===== config.mk =====
export PLATFORM = sky130hd
export DESIGN_NAME = montacarga_planta_flat
export DESIGN_NICKNAME = d
export VERILOG_FILES = /design/src/rtl/montacarga_pkg.sv /design/src/rtl/montacarga_planta_if.sv /design/src/rtl/montacarga_fc_decode.sv /design/src/rtl/montacarga_planta.sv /design/src/flat_wrapper.sv
export SDC_FILE = /design/constraint.sdc
export NUM_CORES = 1
export LEC_CHECK = 0
export BUFFER_PORTS_ARGS = -buffer_cell sky130_fd_sc_hd__buf_2
export CORE_ASPECT_RATIO = 0.5
export CORE_MARGIN = 10
export CORE_UTILIZATION = 50
export CTS_BUF_LIST = sky130_fd_sc_hd__clkbuf_4 sky130_fd_sc_hd__clkbuf_8 sky130_fd_sc_hd__clkbuf_16
export DETAILED_ROUTE_END_ITERATION = 6
export PLACE_DENSITY = 0.77
export SLEW_MARGIN = 25
export SYNTH_ARGS = -nofsm -noshare
export SYNTH_HDL_FRONTEND = slang
export SYNTH_SLANG_ARGS = --single-unit

===== constraint.sdc =====
create_clock -name clk -period 5.8 [get_ports clk]
set_input_delay 1.16 -clock clk [delete_from_list [all_inputs] [get_ports clk]]
set_output_delay 1.16 -clock clk [all_outputs]
set_load 0.02 [all_outputs]

===== src/rtl/montacarga_pkg.sv =====
// -----------------------------------------------------------------------------
// montacarga_pkg
// Shared definitions for the freight-elevator controller and its shaft plant
// model: motor command encodings, plant FSM states, shaft geometry constants
// and a floor-number to tick-position helper.
// -----------------------------------------------------------------------------
package montacarga_pkg;

   localparam int unsigned NUM_FLOORS = 3;
   localparam int unsigned POS_W      = 10;

   // Motor command as seen on {S1, S0}
   typedef enum logic [1:0] {
      CMD_STOP = 2'b00,
      CMD_UP   = 2'b01,
      CMD_DOWN = 2'b10,
      CMD_ILL  = 2'b11
   } cmd_e;

   typedef enum logic [1:0] {
      IDLE  = 2'b00,
      UP    = 2'b01,
      DOWN  = 2'b10,
      FAULT = 2'b11
   } state_e;

   // Floor 1 sits at position 0; each floor above adds t ticks.
   function automatic logic [POS_W-1:0] floor_to_pos(input int unsigned floor,
                                                     input int unsigned t);
      return POS_W'((floor - 1) * t);
   endfunction

endpackage


===== src/rtl/montacarga_planta_if.sv =====
// -----------------------------------------------------------------------------
// montacarga_planta_if
// Signal bundle between the lift controller (master) and the shaft plant
// (slave).
//   S0, S1    controller -> plant  motor command {S1,S0}
//   enable    controller -> plant  motor power enable
//   FC1..FC3  plant -> controller  floor limit switches
//   pos       plant -> controller  cabin position in ticks (observation)
//   moving    plant -> controller  position changed this cycle
//   fault     plant -> controller  sticky overtravel / illegal-command flag
// -----------------------------------------------------------------------------
interface montacarga_planta_if;
   import montacarga_pkg::*;

   logic             S0;
   logic             S1;
   logic             enable;
   logic             FC1;
   logic             FC2;
   logic             FC3;
   logic [POS_W-1:0] pos;
   logic             moving;
   logic             fault;

   modport master (
      output S0, S1, enable,
      input  FC1, FC2, FC3, pos, moving, fault
   );

   modport slave (
      input  S0, S1, enable,
      output FC1, FC2, FC3, pos, moving, fault
   );

endinterface


===== src/rtl/montacarga_fc_decode.sv =====
// -----------------------------------------------------------------------------
// montacarga_fc_decode
// Combinational position-to-limit-switch decode. Bit n-1 of fc is high when
// pos is exactly at floor n; it is therefore at most one-hot and all zero
// between floors.
//   pos  in   cabin position in ticks
//   fc   out  {FC3, FC2, FC1}
// -----------------------------------------------------------------------------
module montacarga_fc_decode
   import montacarga_pkg::*;
#(
   parameter int unsigned TICKS_PER_FLOOR = 8
) (
   input  logic [POS_W-1:0]      pos,
   output logic [NUM_FLOORS-1:0] fc
);

   for (genvar gi = 0; gi < NUM_FLOORS; gi++) begin : g_floor
      localparam logic [POS_W-1:0] FLOOR_POS =
         floor_to_pos(unsigned'(gi + 1), TICKS_PER_FLOOR);
      assign fc[gi] = (pos == FLOOR_POS);
   end

endmodule


===== src/rtl/montacarga_planta.sv =====
// -----------------------------------------------------------------------------
// montacarga_planta
// Synthesizable plant model of the freight-elevator shaft. Integrates cabin
// position from the controller's motor command while enable is high and
// drives the floor limit switches back. Overtravel at either end or an
// illegal command while enabled latches FAULT, which only reset clears.
//   clk    in   system clock
//   reset  in   synchronous active-high reset (cabin snaps to INIT_FLOOR)
//   bus    slave side of montacarga_planta_if (S0/S1/enable in;
//          FC1..FC3/pos/moving/fault out, all registered)
// -----------------------------------------------------------------------------
module montacarga_planta
   import montacarga_pkg::*;
#(
   parameter int unsigned TICKS_PER_FLOOR = 8,
   parameter int unsigned INIT_FLOOR      = 1
) (
   input  logic                clk,
   input  logic                reset,
   montacarga_planta_if.slave  bus
);

   localparam logic [POS_W-1:0]      POS_TOP = floor_to_pos(NUM_FLOORS, TICKS_PER_FLOOR);
   localparam logic [POS_W-1:0]      POS_RST = floor_to_pos(INIT_FLOOR, TICKS_PER_FLOOR);
   localparam logic [NUM_FLOORS-1:0] FC_RST  = NUM_FLOORS'(1) << (INIT_FLOOR - 1);

   state_e                state_q, state_d;
   logic [POS_W-1:0]      pos_q, pos_d;
   logic [NUM_FLOORS-1:0] fc_q, fc_d;
   logic                  moving_q, moving_d;
   logic                  fault_q, fault_d;

   logic [NUM_FLOORS-1:0] fc_next;
   cmd_e                  cmd;

   assign cmd = cmd_e'({bus.S1, bus.S0});

   // Switches decode the next position so they register on the same edge as
   // pos and can never disagree with it.
   montacarga_fc_decode #(
      .TICKS_PER_FLOOR (TICKS_PER_FLOOR)
   ) u_fc_decode (
      .pos (pos_d),
      .fc  (fc_next)
   );

   // Next-state / next-position logic
   always_comb begin
      state_d = state_q;
      pos_d   = pos_q;
      fault_d = fault_q;

      if (state_q != FAULT) begin
         if (!bus.enable) begin
            // Unpowered motor: every command, including the illegal one, is ignored
            state_d = IDLE;
         end else begin
            unique case (cmd)
               CMD_STOP: state_d = IDLE;
               CMD_UP: begin
                  if (pos_q < POS_TOP) begin
                     pos_d   = pos_q + 1'b1;
                     state_d = UP;
                  end else begin
                     state_d = FAULT;
                     fault_d = 1'b1;
                  end
               end
               CMD_DOWN: begin
                  if (pos_q != '0) begin
                     pos_d   = pos_q - 1'b1;
                     state_d = DOWN;
                  end else begin
                     state_d = FAULT;
                     fault_d = 1'b1;
                  end
               end
               default: begin
                  state_d = FAULT;
                  fault_d = 1'b1;
               end
            endcase
         end
      end
   end

   // In FAULT the switches keep whatever they showed when the fault latched
   always_comb begin
      fc_d     = (state_q == FAULT) ? fc_q : fc_next;
      moving_d = (pos_d != pos_q);
   end

   always_ff @(posedge clk) begin
      if (reset) begin
         state_q  <= IDLE;
         pos_q    <= POS_RST;
         fc_q     <= FC_RST;
         moving_q <= 1'b0;
         fault_q  <= 1'b0;
      end else begin
         state_q  <= state_d;
         pos_q    <= pos_d;
         fc_q     <= fc_d;
         moving_q <= moving_d;
         fault_q  <= fault_d;
      end
   end

   assign bus.pos    = pos_q;
   assign bus.FC1    = fc_q[0];
   assign bus.FC2    = fc_q[1];
   assign bus.FC3    = fc_q[2];
   assign bus.moving = moving_q;
   assign bus.fault  = fault_q;

endmodule


===== src/flat_wrapper.sv =====
// flat-port wrapper written by rule: the top's interface ports become plain ports
module montacarga_planta_flat import montacarga_pkg::*;
#(
   parameter int unsigned TICKS_PER_FLOOR = 8,
   parameter int unsigned INIT_FLOOR      = 1
)
  (clk, reset, bus_S0, bus_S1, bus_enable, bus_FC1, bus_FC2, bus_FC3, bus_pos, bus_moving, bus_fault);
  montacarga_planta_if bus_i ();
  input  logic clk;
  input  logic reset;
  input wire logic [$bits(bus_i.S0)-1:0] bus_S0;
  input wire logic [$bits(bus_i.S1)-1:0] bus_S1;
  input wire logic [$bits(bus_i.enable)-1:0] bus_enable;
  output wire logic [$bits(bus_i.FC1)-1:0] bus_FC1;
  output wire logic [$bits(bus_i.FC2)-1:0] bus_FC2;
  output wire logic [$bits(bus_i.FC3)-1:0] bus_FC3;
  output wire logic [$bits(bus_i.pos)-1:0] bus_pos;
  output wire logic [$bits(bus_i.moving)-1:0] bus_moving;
  output wire logic [$bits(bus_i.fault)-1:0] bus_fault;
  assign bus_i.S0 = bus_S0;
  assign bus_i.S1 = bus_S1;
  assign bus_i.enable = bus_enable;
  assign bus_FC1 = bus_i.FC1;
  assign bus_FC2 = bus_i.FC2;
  assign bus_FC3 = bus_i.FC3;
  assign bus_pos = bus_i.pos;
  assign bus_moving = bus_i.moving;
  assign bus_fault = bus_i.fault;
  montacarga_planta #(.TICKS_PER_FLOOR(TICKS_PER_FLOOR), .INIT_FLOOR(INIT_FLOOR)) u_core (.clk(clk), .reset(reset), .bus(bus_i));
endmodule

# Word level (Yosys, flattened, before mapping)
# Index checks and enable logic that the tools add are counted.
word_totals:
  ff_bits: 17
  latch_bits: 0
  ram_bits: 0
  mem_bits_ro: 0
  input_bits: 5
  elab_cells: 34
  mem_count: 0
classes:
  n_addsub: 2
  n_mul: 0
  n_div: 0
  n_lt_le_gt_ge: 1
  n_eq_ne: 9
  shifts: 0
  muxes: 12
  n_bitwise: 1
  n_reduce_logical: 4
op_table:
  columns: ["cell", "n"]
  rows:
  - ["2-to-1 mux 10 bit", 4]
  - ["one-hot mux 10 bit (2 select lines)", 1]
  - ["adder 10 x 1 -> 10 bit, second input constant", 1]
  - ["equality test 10 x 4 -> 1 bit, second input constant", 1]
  - ["equality test 10 x 5 -> 1 bit, second input constant", 1]
  - ["zero test 10 bit", 1]
  - ["< comparator 10 x 5 -> 1 bit, second input constant", 1]
  - ["!= test 10 bit", 1]
  - ["nonzero test 10 bit", 1]
  - ["subtractor 10 x 1 -> 10 bit, second input constant", 1]
  - ["!= test 2 bit, second input constant", 3]
  - ["one-hot mux 2 bit (3 select lines)", 1]
  - ["AND reduction 5 bit", 1]
  - ["equality test 2 bit, second input constant", 2]
  - ["2-to-1 mux 2 bit", 2]
  - ["2-to-1 mux 1 bit", 3]
  - ["one-hot mux 1 bit (3 select lines)", 1]
  - ["equality test 2 x 1 -> 1 bit, second input constant", 1]
  - ["zero test 2 bit", 1]
  - ["NOT 1 bit", 1]

# Depth between registers and ports, before layout
# Gate-level depths: netlist of run 1.
logic_depth:
  depth_word: 6
  mapped_depth: 10
  depth_no_buf: 9

# Hierarchy
# Synthesis of run 1 repeated with hierarchy kept, for this count alone.
unflattened:
  cells_unflattened: 180
  area_unflattened_um2: 1361.3
modules_own_cells:
  columns: ["mod", "n_inst", "cells_per_inst", "area_each_um2"]
  rows:
  - ["montacarga_planta", 1, 173, 1310.0]
  - ["montacarga_fc_decode", 1, 7, 51.3]

# Worst setup path after synthesis of run 1
# Ideal clock, no wire load.
synth_path:
  path_kind: "input-to-reg"
  startpoint: "input port bus_S1"
  endpoint: "register u_core.fc_q[1]"
  arrival_time_ps: 2800
  required_ps: 5730
  path_slack_ps: 2930
  path_stages: 9
  path_buffers: 1
  cell_sequence: "inv_1 -> ha_1 -> and2_1 -> clkbuf_8 -> a41o_2 -> nor4_4 -> and4_1 -> nand4b_1 -> a21oi_1"
synth_between:
  elab_chain_cells: 5
synth_rtl:
  columns: ["item", "line_no", "text"]
  rows:
  - ["start: declaration", "flat_wrapper.sv:12", "input wire logic [$bits(bus_i.S1)-1:0] bus_S1;"]
  - ["equality test 2 bit / equality test 2 x 1 -> 1 bit (equally long branches)", "montacarga_planta.sv:58", "unique case (cmd)"]
  - ["one-hot mux 10 bit (2 select lines) (*)", "montacarga_planta.sv:58", null]
  - ["2-to-1 mux 10 bit (*)", "montacarga_planta.sv:54", "if (!bus.enable) begin"]
  - ["2-to-1 mux 10 bit (*)", "montacarga_planta.sv:53", "if (state_q != FAULT) begin"]
  - ["equality test 10 x 4 -> 1 bit (*)", "montacarga_fc_decode.sv:21", "assign fc[gi] = (pos == FLOOR_POS);"]
  - ["end signal: assignment", "montacarga_planta.sv:97", "fc_q <= FC_RST;"]
  - ["end signal: assignment", "montacarga_planta.sv:103", "fc_q <= fc_d;"]
  - ["end: declaration", "montacarga_planta.sv:29", "logic [NUM_FLOORS-1:0] fc_q, fc_d;"]
# Mark *: on every way between the ends. The rest lies on a longest branch, timed or not.
# A chain may end at the register's enable or synchronous reset.

# Final worst setup path of run 1
layout_path:
  startpoint: "input port bus_S0"
  endpoint: "register u_core.moving_q (netlist: u_core.bus.moving)"
layout_between:
  elab_chain_cells: 5
layout_rtl:
  columns: ["item", "line_no", "text"]
  rows:
  - ["start: declaration", "flat_wrapper.sv:11", "input wire logic [$bits(bus_i.S0)-1:0] bus_S0;"]
  - ["equality test 2 bit / equality test 2 x 1 -> 1 bit (equally long branches)", "montacarga_planta.sv:58", null]
  - ["one-hot mux 10 bit (2 select lines) (*)", "montacarga_planta.sv:58", null]
  - ["2-to-1 mux 10 bit (*)", "montacarga_planta.sv:54", null]
  - ["2-to-1 mux 10 bit (*)", "montacarga_planta.sv:53", null]
  - ["!= test 10 bit (*)", "montacarga_planta.sv:90", "moving_d = (pos_d != pos_q);"]
  - ["end signal: assignment", "montacarga_planta.sv:104", "moving_q <= moving_d;"]
  - ["end: declaration", "montacarga_planta.sv:30", "logic moving_q, moving_d;"]
# Marked as above.

==> results of run 1 <==
per-layer routing:
| layer | vias up | routed length, um |
|---|---|---|
| met4 | 0 | 104 |
| met1 | 705 | 1891 |
| met3 | 22 | 679 |
| met2 | 138 | 1712 |
| li1 | 706 | - |
| met5 | - | 0 |
tightest hold or removal path, cell delays in order, from the launching register on:
cell and delay [ns]:
dfxtp_1 0.33, a41oi_1 0.05, nor2_1 0.07
per-stage QoR:
step	worst slack (ns)	utilization	hold WS, ns	cell area, sq um
3_5_place_dp	2.402	0.5552	0.4614	1454
5_1_grt	2.455	0.5729	0.5201	1500
4_1_cts	2.667	0.5729	0.4776	1500
3_3_place_gp	2.336	0.5552	0.4532	1454
2_1_floorplan	2.930	-	0.5187	1386
6_report	2.581	0.5729	0.4753	1500
power by group through the flow:
| stage | Combinational [W] | Clock [W] | Sequential, W |
|---|---|---|---|
| after floorplan | 0.0000418 | 0 | 0.000129 |
| after global placement | 0.0000597 | 0 | 0.000127 |
| after detailed placement | 0.0000580 | 0 | 0.000127 |
| after CTS | 0.0000583 | 0.0000946 | 0.000125 |
| after global routing | 0.0000649 | 0.000102 | 0.000125 |
| final | 0.0000605 | 0.0000921 | 0.000125 |
final cells by class:
type	count	area share
Inverter	9	0.02252
Timing Repair Buffer	19	0.06339
Tap cell	37	0.03086
Multi-Input combinational cell	141	0.6255
Clock inverter	1	0.003336
Sequential cell	17	0.2269
Clock buffer	3	0.02752
cell usage after synthesis, types with 3 or more instances:
cell type	instances	area (sq um)
nor2_1	23	86.33
dfxtp_1	17	340.3
nor3_1	6	30.03
inv_1	8	30.03
ha_1	6	75.07
nand2_1	12	45.04
clkbuf_1	4	15.01
a22oi_1	3	22.52
a31oi_1	4	25.02
a211oi_1	3	22.52
nand3_1	11	55.05
nand4_1	4	25.02
o21ai_0	9	45.04
a21oi_1	13	65.06
cell families after synthesis:
kind of cell | synth area share
AOI/OAI and AO/OA | 0.2897
adders and majority gates | 0.05415
buffers and inverters | 0.07761
DFF | 0.2455
and+or+nand+nor | 0.3330
sequential cells by signal (all words and copies together), names as in the netlist:
signal	cells
u_core.bus.fault	1
u_core.bus.moving	1
u_core.bus.pos	10
u_core.fc_q	3
u_core.state_q	2
path summary, 6_finish.rpt:
| path | to | slack, ns | cells after the start |
|---|---|---|---|
| max | u_core.bus.moving | 2.58 | 9 |
| min | u_core.bus.fault | 0.48 | 2 |
| max reg2reg | u_core.bus.moving | 2.84 | 9 |
| min reg2reg | u_core.bus.fault | 0.48 | 2 |
==> run_results.csv, run 1 <==
group,metric,value,unit
clocking,cts-root-buf,"clkbuf_8",
clocking,path_clk_slew,0.07,ns
finish,final_common_cell,"nor2_1",
power,seq_power_share,0.450,
setup_path,cp_max_fo,11,
synth,syn_avg_cell_area,7.832,sq um
synth,async_flop_share,0,
floorplan,std_cell_rows,13,
clocking,cts_buffers,3,
setup_path,crit_family,"compound AO/OA/AOI/OAI gates",
timing,timing.fmax,0.3107,GHz
grt,antenna_found_initial,0,
setup_path,crit_buf_inv,3,
finish,area_growth,8.213,%
worst_hold_path,hp-class,"reg -> reg",
timing,rsz0062_at_grt,"no",
setup_path,start_kind,"input port",
synth,synth_cells,177,
finish,multi_input_area,938.4,sq um
clocking,cts_sinks,17,
floorplan,pin_count,20,
power,powerDensity,184.9,nW/um^2
timing,setup_viol,0,
power,switching_share,0.3225,
placed_design,gp_congestion,1.049,
synth,synthesis.nets,188,
clocking,cts_hold_buffers,0,
finish,layoutNonFillerInstCount,227,
clocking,cts_max_level,1,
clocking,cts.repair.resized,0,
power,fin_total_pwr,0.0002773,W
setup_path,worstSetupEndpointType,"flip-flop",
detailed_routing,drc,0,
floorplan,die_y,57.24,um
detailed_routing,drt-vias-per-instance,6.921,
synth,ys_warn_count,0,
timing,fin_crit_sh,0.5549,
clocking,cts_tree,"done",
detailed_routing,wl_per_cell,19.33,um
finish,layout_common_cells,"23 x nor2_1, 19 x buf_2, 17 x dfxtp_1",
detailed_routing,drt_wl_total,4387,um
finish,fillers,251,
grt,grt.busiest_layer,"met1",
clocking,post_cts_buffers,0,
timing,relSlewSlack,0.6444,
timing,finalHoldViolCount,0,
finish,seqCellArea,340.3,sq um
grt,grt_util_met3,0.05346,
power,p_clk_frac,0.332,
grt,use_met2,0.2169,
setup_path,worstSetupPathType,"in -> reg",
setup_path,rr_startpoint,"u_core.bus.pos[1]",
timing,finalSetupTns,0,ns
detailed_routing,first_pass_iters,6,
timing,finalCriticalPeriod,3.219,ns
setup_path,cp.required,5.93,ns
floorplan,die_w,94.47,um
floorplan,core,2619,sq um
clocking,clk_latency,0.26,ns
synth,synth-main-ff-cell,"dfxtp_1",
grt,grt_overflow_total,0,
finish,num_antenna_cells,0,
finish,layout-drive-gt1-share,0.1842,
setup_path,startpoint,"bus_S0",
power,p_int,0.0001879,W
detailed_routing,drtAntennaViolNets,0,
setup_path,cp_cell_sequence,"buf_2 -> inv_1 -> ha_1 -> clkinv_1 -> o221ai_1 -> a21oi_1 -> or4_1 -> o21ai_0 -> a31oi_1",
synth,ys_ff_latch,17,
synth,ys_types,60,
clocking,cts_buffer_depth,2,
grt,grt_max_degree,18,
power,ir_drop,0.07919,mV
detailed_routing,vias,1571,
setup_path,max_stage_delay,0.49,ns
grt,grt_pass1_wl,7258,um
floorplan,die_area,5407,sq um
placed_design,port_buffers,19,
grt,grt_pass1_vias,1413,
detailed_routing,drtIter0Drc,441,
synth,seq_area_frac_synth,0.2455,
synth,synth_edf_count,0,
placed_design,dp_hpwl,3196,um
power,leakagePower,0.6076,nW
power,power_frac_comb,0.218,
finish,final_nets,202,
timing,skew,0.002401,ns
power,power_switching,0.00008943,W
synth,synth_area,1386,sq um
placed_design,dpl.cell_count,223,
floorplan,start_util,0.5294,
setup_path,crit_slowest_cell,"or4_1",
timing,slew_viol_final,0,
grt,use_met1,0.2330,
worst_hold_path,min_from,"u_core.bus.fault",
grt,grt_util_all_layers,0.1603,
flow_run,max_cap_viol_count,0,
timing,tightest_slew,0.5327,ns
status,outcome,"finished clean",
setup_path,crit_arrival,3.35,ns
(Power assumes the default switching activity.)
==> inputs of run 2 (changes only) <==
--- a/config.mk
+++ b/config.mk
@@ -11,7 +11,7 @@
 export CORE_UTILIZATION = 50
 export CTS_BUF_LIST = sky130_fd_sc_hd__clkbuf_4 sky130_fd_sc_hd__clkbuf_8 sky130_fd_sc_hd__clkbuf_16
 export DETAILED_ROUTE_END_ITERATION = 6
-export PLACE_DENSITY = 0.77
+export PLACE_DENSITY = 0.8
 export SLEW_MARGIN = 25
 export SYNTH_ARGS = -nofsm -noshare
 export SYNTH_HDL_FRONTEND = slang
==> constraint.sdc (replaced) <==
create_clock -name clk -period 2.8 [get_ports clk]
set_input_delay 0.56 -clock clk [delete_from_list [all_inputs] [get_ports clk]]
set_output_delay 0.56 -clock clk [all_outputs]
set_load 0.02 [all_outputs]
==> run 2 against run 1 <==
Clock skew grew 0.0075 ns. Via count grew 3.4%. Sequential power grew 100%. Utilization up 4.3 points. Setup slack worse by 2.4 ns. Critical path type is now reg -> reg. Largest power group unchanged. Highest routed layer unchanged.
==> run_results.csv, run 2 (same netlist as run 1, synthesis figures left out) <==
group,metric,value,unit
timing,finalSetupTns,0,ns
finish,final_common_cell,"nor2_1",
timing,fin_crit_sh,0.9253,
timing,slew_viol_final,0,
setup_path,cp_max_fo,6,
clocking,cts_hold_buffers,0,
placed_design,dp_hpwl,3737,um
placed_design,dpl.cell_count,238,
floorplan,core,2619,sq um
clocking,clk_latency,0.26,ns
clocking,cts_buffer_depth,2,
power,seq_power_share,0.428,
floorplan,die_y,57.24,um
clocking,cts.repair.resized,0,
flow_run,max_cap_viol_count,0,
power,switching_share,0.3264,
finish,layout_common_cells,"23 x nor2_1, 19 x buf_2, 17 x dfxtp_1",
setup_path,worstSetupEndpointType,"flip-flop",
clocking,cts_tree,"done",
clocking,cts-root-buf,"clkbuf_8",
timing,finalHoldViolCount,0,
clocking,post_cts_buffers,0,
timing,finalCriticalPeriod,2.591,ns
timing,setup_viol,0,
floorplan,die_area,5407,sq um
floorplan,start_util,0.5294,
clocking,cts_buffers,3,
setup_path,start_kind,"flip-flop",
finish,largest_reg_flops,10,
detailed_routing,drtIter0Drc,169,
setup_path,r2r_slack,0.21,ns
placed_design,placed_area,1567,sq um
timing,rsz0062_at_grt,"no",
floorplan,pin_count,20,
power,p_clk_frac,0.324,
grt,antenna_found_initial,0,
finish,area_growth,16.34,%
power,p_int,0.0004019,W
clocking,path_clk_slew,0.07,ns
timing,relSlewSlack,0.5722,
timing,tightest_slew,0.6393,ns
finish,final_nets,217,
power,fin_total_pwr,0.0005967,W
status,outcome,"finished clean",
power,powerDensity,370.0,nW/um^2
detailed_routing,drc,0,
power,leakagePower,0.6812,nW
detailed_routing,drtAntennaViolNets,0,
floorplan,die_w,94.47,um
clocking,cts_sinks,17,
timing,timing.fmax,0.3860,GHz
power,ir_drop,0.1773,mV
grt,grt_max_degree,18,
finish,layout-drive-gt1-share,0.2439,
finish,layoutNonFillerInstCount,242,
detailed_routing,first_pass_iters,5,
grt,grt_pass1_wl,8066,um
grt,grt_util_all_layers,0.1863,
grt,grt_pass1_vias,1570,
clocking,cts_max_level,1,
finish,num_antenna_cells,0,
setup_path,crit_arrival,2.78,ns
grt,grt_overflow_total,0,
detailed_routing,drt-vias-per-instance,6.715,
setup_path,cp.required,2.99,ns
power,power_switching,0.0001948,W
floorplan,std_cell_rows,13,
worst_hold_path,hp-class,"reg -> reg",
power,power_frac_comb,0.248,
placed_design,port_buffers,19,
detailed_routing,drt_wl_total,4982,um
setup_path,worstSetupPathType,"reg -> reg",
timing,hold_ws,0.4725,ns
finish,final_area,1613,sq um
detailed_routing,vias,1625,
placed_design,gp_congestion,1.035,
detailed_routing,wl_per_cell,20.59,um
timing,skew,0.009877,ns
==> run 2: cell count changes in the layout (fill, tap and decap cells not counted) <==
| cell | previous run | this run |
|---|---|---|
| buf_4 | 0 | 15 |
==> run 2: worst paths after layout <==
kind,from,to,cells past startpoint
worst min register to register,u_core.fc_q[2],u_core.fc_q[2],2
worst min-delay path,u_core.fc_q[2],u_core.fc_q[2],2
worst max-delay path,u_core.bus.pos[1],u_core.fc_q[1],9
worst max register to register,u_core.bus.pos[1],u_core.fc_q[1],9
==> run 2: routing by layer <==
metal | track usage | routed length [um] | up-vias
li1 | - | - | 730
met1 | 0.2474 | 2164 | 755
met2 | 0.2617 | 1992 | 125
met3 | 0.08344 | 734 | 15
met4 | 0.05720 | 90 | 0
met5 | 0 | 0 | -
==> run 2: power by group through the flow <==
stage | sequential, W | combinational, W | clock (W)
floorplan | 0.000267 | 0.0000866 | 0
global placement | 0.000261 | 0.000142 | 0
detailed placement | 0.000261 | 0.000141 | 0
CTS | 0.000255 | 0.000142 | 0.000192
global route | 0.000256 | 0.000158 | 0.000203
finish | 0.000255 | 0.000148 | 0.000194
==> run 2: through the flow <==
stage / utilization / setup slack (ns)
after floorplan: - / 0.3668
after CTS: 0.6159 / 0.2707
after global routing: 0.6159 / 0.04399
after detailed placement: 0.5982 / 0.2182
after global placement: 0.5982 / 0.1306
final: 0.6159 / 0.2091
==> run 2: worst max-delay path, stage by stage, from the launching register on <==
cell      delay (ns)
dfxtp_1         0.31
inv_1           0.19
ha_1            0.29
or3b_1          0.45
nor3_4          0.29
nor4_2          0.09
nor4_4          0.29
and4_1          0.33
nand4b_1        0.12
a21oi_1         0.16
==> run 2: area by class of cell <==
| class | count | area [sq um] |
|---|---|---|
| multi-input cells | 141 | 938.4 |
| inverters | 9 | 33.78 |
| clock buffers | 3 | 41.29 |
| well taps | 37 | 46.29 |
| fillers | 238 | 1006 |
| flip-flops and latches | 17 | 340.3 |
| clock inverters | 1 | 5.005 |
| repair buffers | 34 | 207.7 |
==> inputs of run 3 (changes only) <==
--- a/config.mk
+++ b/config.mk
@@ -8,10 +8,10 @@
 export BUFFER_PORTS_ARGS = -buffer_cell sky130_fd_sc_hd__buf_2
 export CORE_ASPECT_RATIO = 0.5
 export CORE_MARGIN = 10
-export CORE_UTILIZATION = 50
+export CORE_UTILIZATION = 35
 export CTS_BUF_LIST = sky130_fd_sc_hd__clkbuf_4 sky130_fd_sc_hd__clkbuf_8 sky130_fd_sc_hd__clkbuf_16
 export DETAILED_ROUTE_END_ITERATION = 6
-export PLACE_DENSITY = 0.8
+export PLACE_DENSITY = 0.61
 export SLEW_MARGIN = 25
 export SYNTH_ARGS = -nofsm -noshare
 export SYNTH_HDL_FRONTEND = slang
==> run 3 against run 2 <==
Worst hold slack gained 0.0040 ns. Count of clock-buffer cells in the layout is the same. Combinational power shrank 7%. Total power shrank 2.4%. Maximum frequency grew 6.7%. Die area grew 30%. Global-route usage shrank 5.6 points. Final cell count grew 5.4%.
==> run_results.csv, run 3 (same netlist as run 1, synthesis figures left out) <==
group,metric,value,unit
setup_path,crit_buf_inv,1,
setup_path,crit_arrival,2.56,ns
power,leakagePower,0.6584,nW
finish,final_nets,213,
setup_path,r2r_slack,0.37,ns
setup_path,rr_startpoint,"u_core.bus.pos[1]",
clocking,cts.repair.resized,0,
floorplan,start_util,0.3588,
timing,finalSetupTns,0,ns
finish,layout_common_cells,"23 x nor2_1, 19 x buf_2, 17 x dfxtp_1",
detailed_routing,highest_layer,"met4",
setup_path,cp_max_fo,5,
detailed_routing,drt_wl_total,4612,um
detailed_routing,drtAntennaViolNets,0,
detailed_routing,drt-vias-per-instance,6.212,
floorplan,die_w,109.0,um
flow_run,max_cap_viol_count,0,
placed_design,placed_area,1558,sq um
timing,fin_crit_sh,0.8673,
setup_path,worstSetupEndpointType,"flip-flop",
setup_path,start_kind,"flip-flop",
power,p_int,0.0003972,W
finish,area_growth,15.70,%
clocking,cts_hold_buffers,0,
grt,grt_max_degree,18,
timing,slew_viol_final,0,
setup_path,cp_cell_sequence,"inv_1 -> ha_1 -> or3b_1 -> nor3_1 -> nand3_1 -> o211a_1 -> and4_1 -> nand4b_1 -> a21oi_1",
setup_path,worstSetupPathType,"reg -> reg",
timing,finalCriticalPeriod,2.428,ns
clocking,path_clk_slew,0.07,ns
setup_path,reg2reg_to,"u_core.fc_q[1]",
clocking,cts_max_level,1,
floorplan,std_cell_rows,16,
setup_path,cp.required,2.93,ns
detailed_routing,met1_length,1953,um
finish,largest_reg_flops,10,
power,power_frac_comb,0.235,
floorplan,core,3864,sq um
finish,final_common_cell,"nor2_1",
detailed_routing,wl_met2,1935,um
grt,grt_pass1_wl,7610,um
grt,antenna_found_initial,0,
clocking,cts_buffer_depth,2,
clocking,cts_sinks,17,
status,outcome,"finished clean",
detailed_routing,drtIter0Drc,221,
finish,fillers,403,
setup_path,max_stage_delay,0.43,ns
timing,skew,0.004910,ns
detailed_routing,wl_per_cell,18.09,um
power,ir_drop,0.1392,mV
detailed_routing,vias,1584,
power,p_clk_frac,0.326,
power,powerDensity,363.2,nW/um^2
worst_hold_path,min_from,"u_core.fc_q[1]",
timing,finalHoldViolCount,0,
finish,final_area,1604,sq um
power,fin_total_pwr,0.0005825,W
finish,num_antenna_cells,0,
timing,rsz0062_at_grt,"no",
floorplan,die_area,7031,sq um
finish,multi_input_area,938.4,sq um
grt,grt_overflow_total,0,
finish,seqCellArea,340.3,sq um
power,switching_share,0.3182,
power,seq_power_share,0.439,
floorplan,die_y,64.50,um
worst_hold_path,whs_path_depth,2,
clocking,post_cts_buffers,0,
worst_hold_path,hold_end,"u_core.fc_q[1]",
finish,layout-drive-gt1-share,0.2289,
setup_path,crit_family,"simple AND/OR/NAND/NOR gates",
clocking,cts_tree,"done",
timing,timing.fmax,0.4118,GHz
setup_path,crit_slowest_cell,"or3b_1",
detailed_routing,wl_met3,670,um
grt,grt_pass1_vias,1430,
worst_hold_path,hp-class,"reg -> reg",
clocking,cts_buffers,3,
detailed_routing,first_pass_iters,5,
clocking,cts-root-buf,"clkbuf_8",
finish,fin_util,0.4152,
placed_design,dp_hpwl,3548,um
floorplan,pin_count,20,
timing,relSlewSlack,0.6494,
timing,tightest_slew,0.5251,ns
grt,grt_util_all_layers,0.1307,
power,power_switching,0.0001853,W
placed_design,port_buffers,19,
timing,setup_viol,0,
clocking,clk_latency,0.26,ns
placed_design,gp_congestion,0.9997,
setup_path,reg2regPathDepth,9,
detailed_routing,drc,0,
==> run 3: stage by stage <==
| stage | hold WS (ns) | setup slack, ns | std cells |
|---|---|---|---|
| 3_5_place_dp | 0.4643 | 0.2191 | 251 |
| 2_1_floorplan | 0.5187 | 0.3668 | 177 |
| 4_1_cts | 0.4750 | 0.4098 | 255 |
| 3_3_place_gp | 0.4621 | 0.1345 | 251 |
| 5_1_grt | 0.5108 | 0.2194 | 255 |
| 6_report | 0.4766 | 0.3715 | 255 |
==> run 3: how the worst max path moves through the flow <==
stage                 startpoint           endpoint  slack (ns)  depth (start not counted)
2_1_floorplan  u_core.bus.pos[0]  u_core.bus.moving        0.37                         10
3_3_place_gp              bus_S0  u_core.bus.moving        0.13                          9
3_5_place_dp              bus_S0  u_core.bus.moving        0.22                          9
4_1_cts        u_core.bus.pos[1]     u_core.fc_q[1]        0.41                          9
5_1_grt        u_core.bus.pos[1]     u_core.fc_q[1]        0.22                          9
6_report       u_core.bus.pos[1]     u_core.fc_q[1]        0.37                          9
==> run 3: cell type report <==
cell class              count  share of cell area
clock inverters             1            0.003120
repair buffers             30              0.1108
multi-input cells         141              0.5850
clock buffers               3             0.02574
inverters                   9             0.02106
well taps                  54             0.04212
flip-flops and latches     17              0.2122
==> run 3: metal layers <==
layer,GRT usage,vias up
met5,0,-
li1,-,727
met4,0.02451,0
met2,0.1972,119
met1,0.1855,730
met3,0.02860,8
==> run 3: power by group through the flow <==
stage               Clock, W  Sequential, W  Combinational (W)
finish              0.000190       0.000256           0.000137
global route        0.000200       0.000257           0.000150
CTS                 0.000191       0.000256           0.000134
detailed placement         0       0.000261           0.000133
global placement           0       0.000261           0.000136
floorplan                  0       0.000267          0.0000866
==> run 3: worst min-delay path, stage by stage, from the launching register on <==
cell	delay, ns
dfxtp_1	0.31
nand3_1	0.07
a21oi_1	0.06
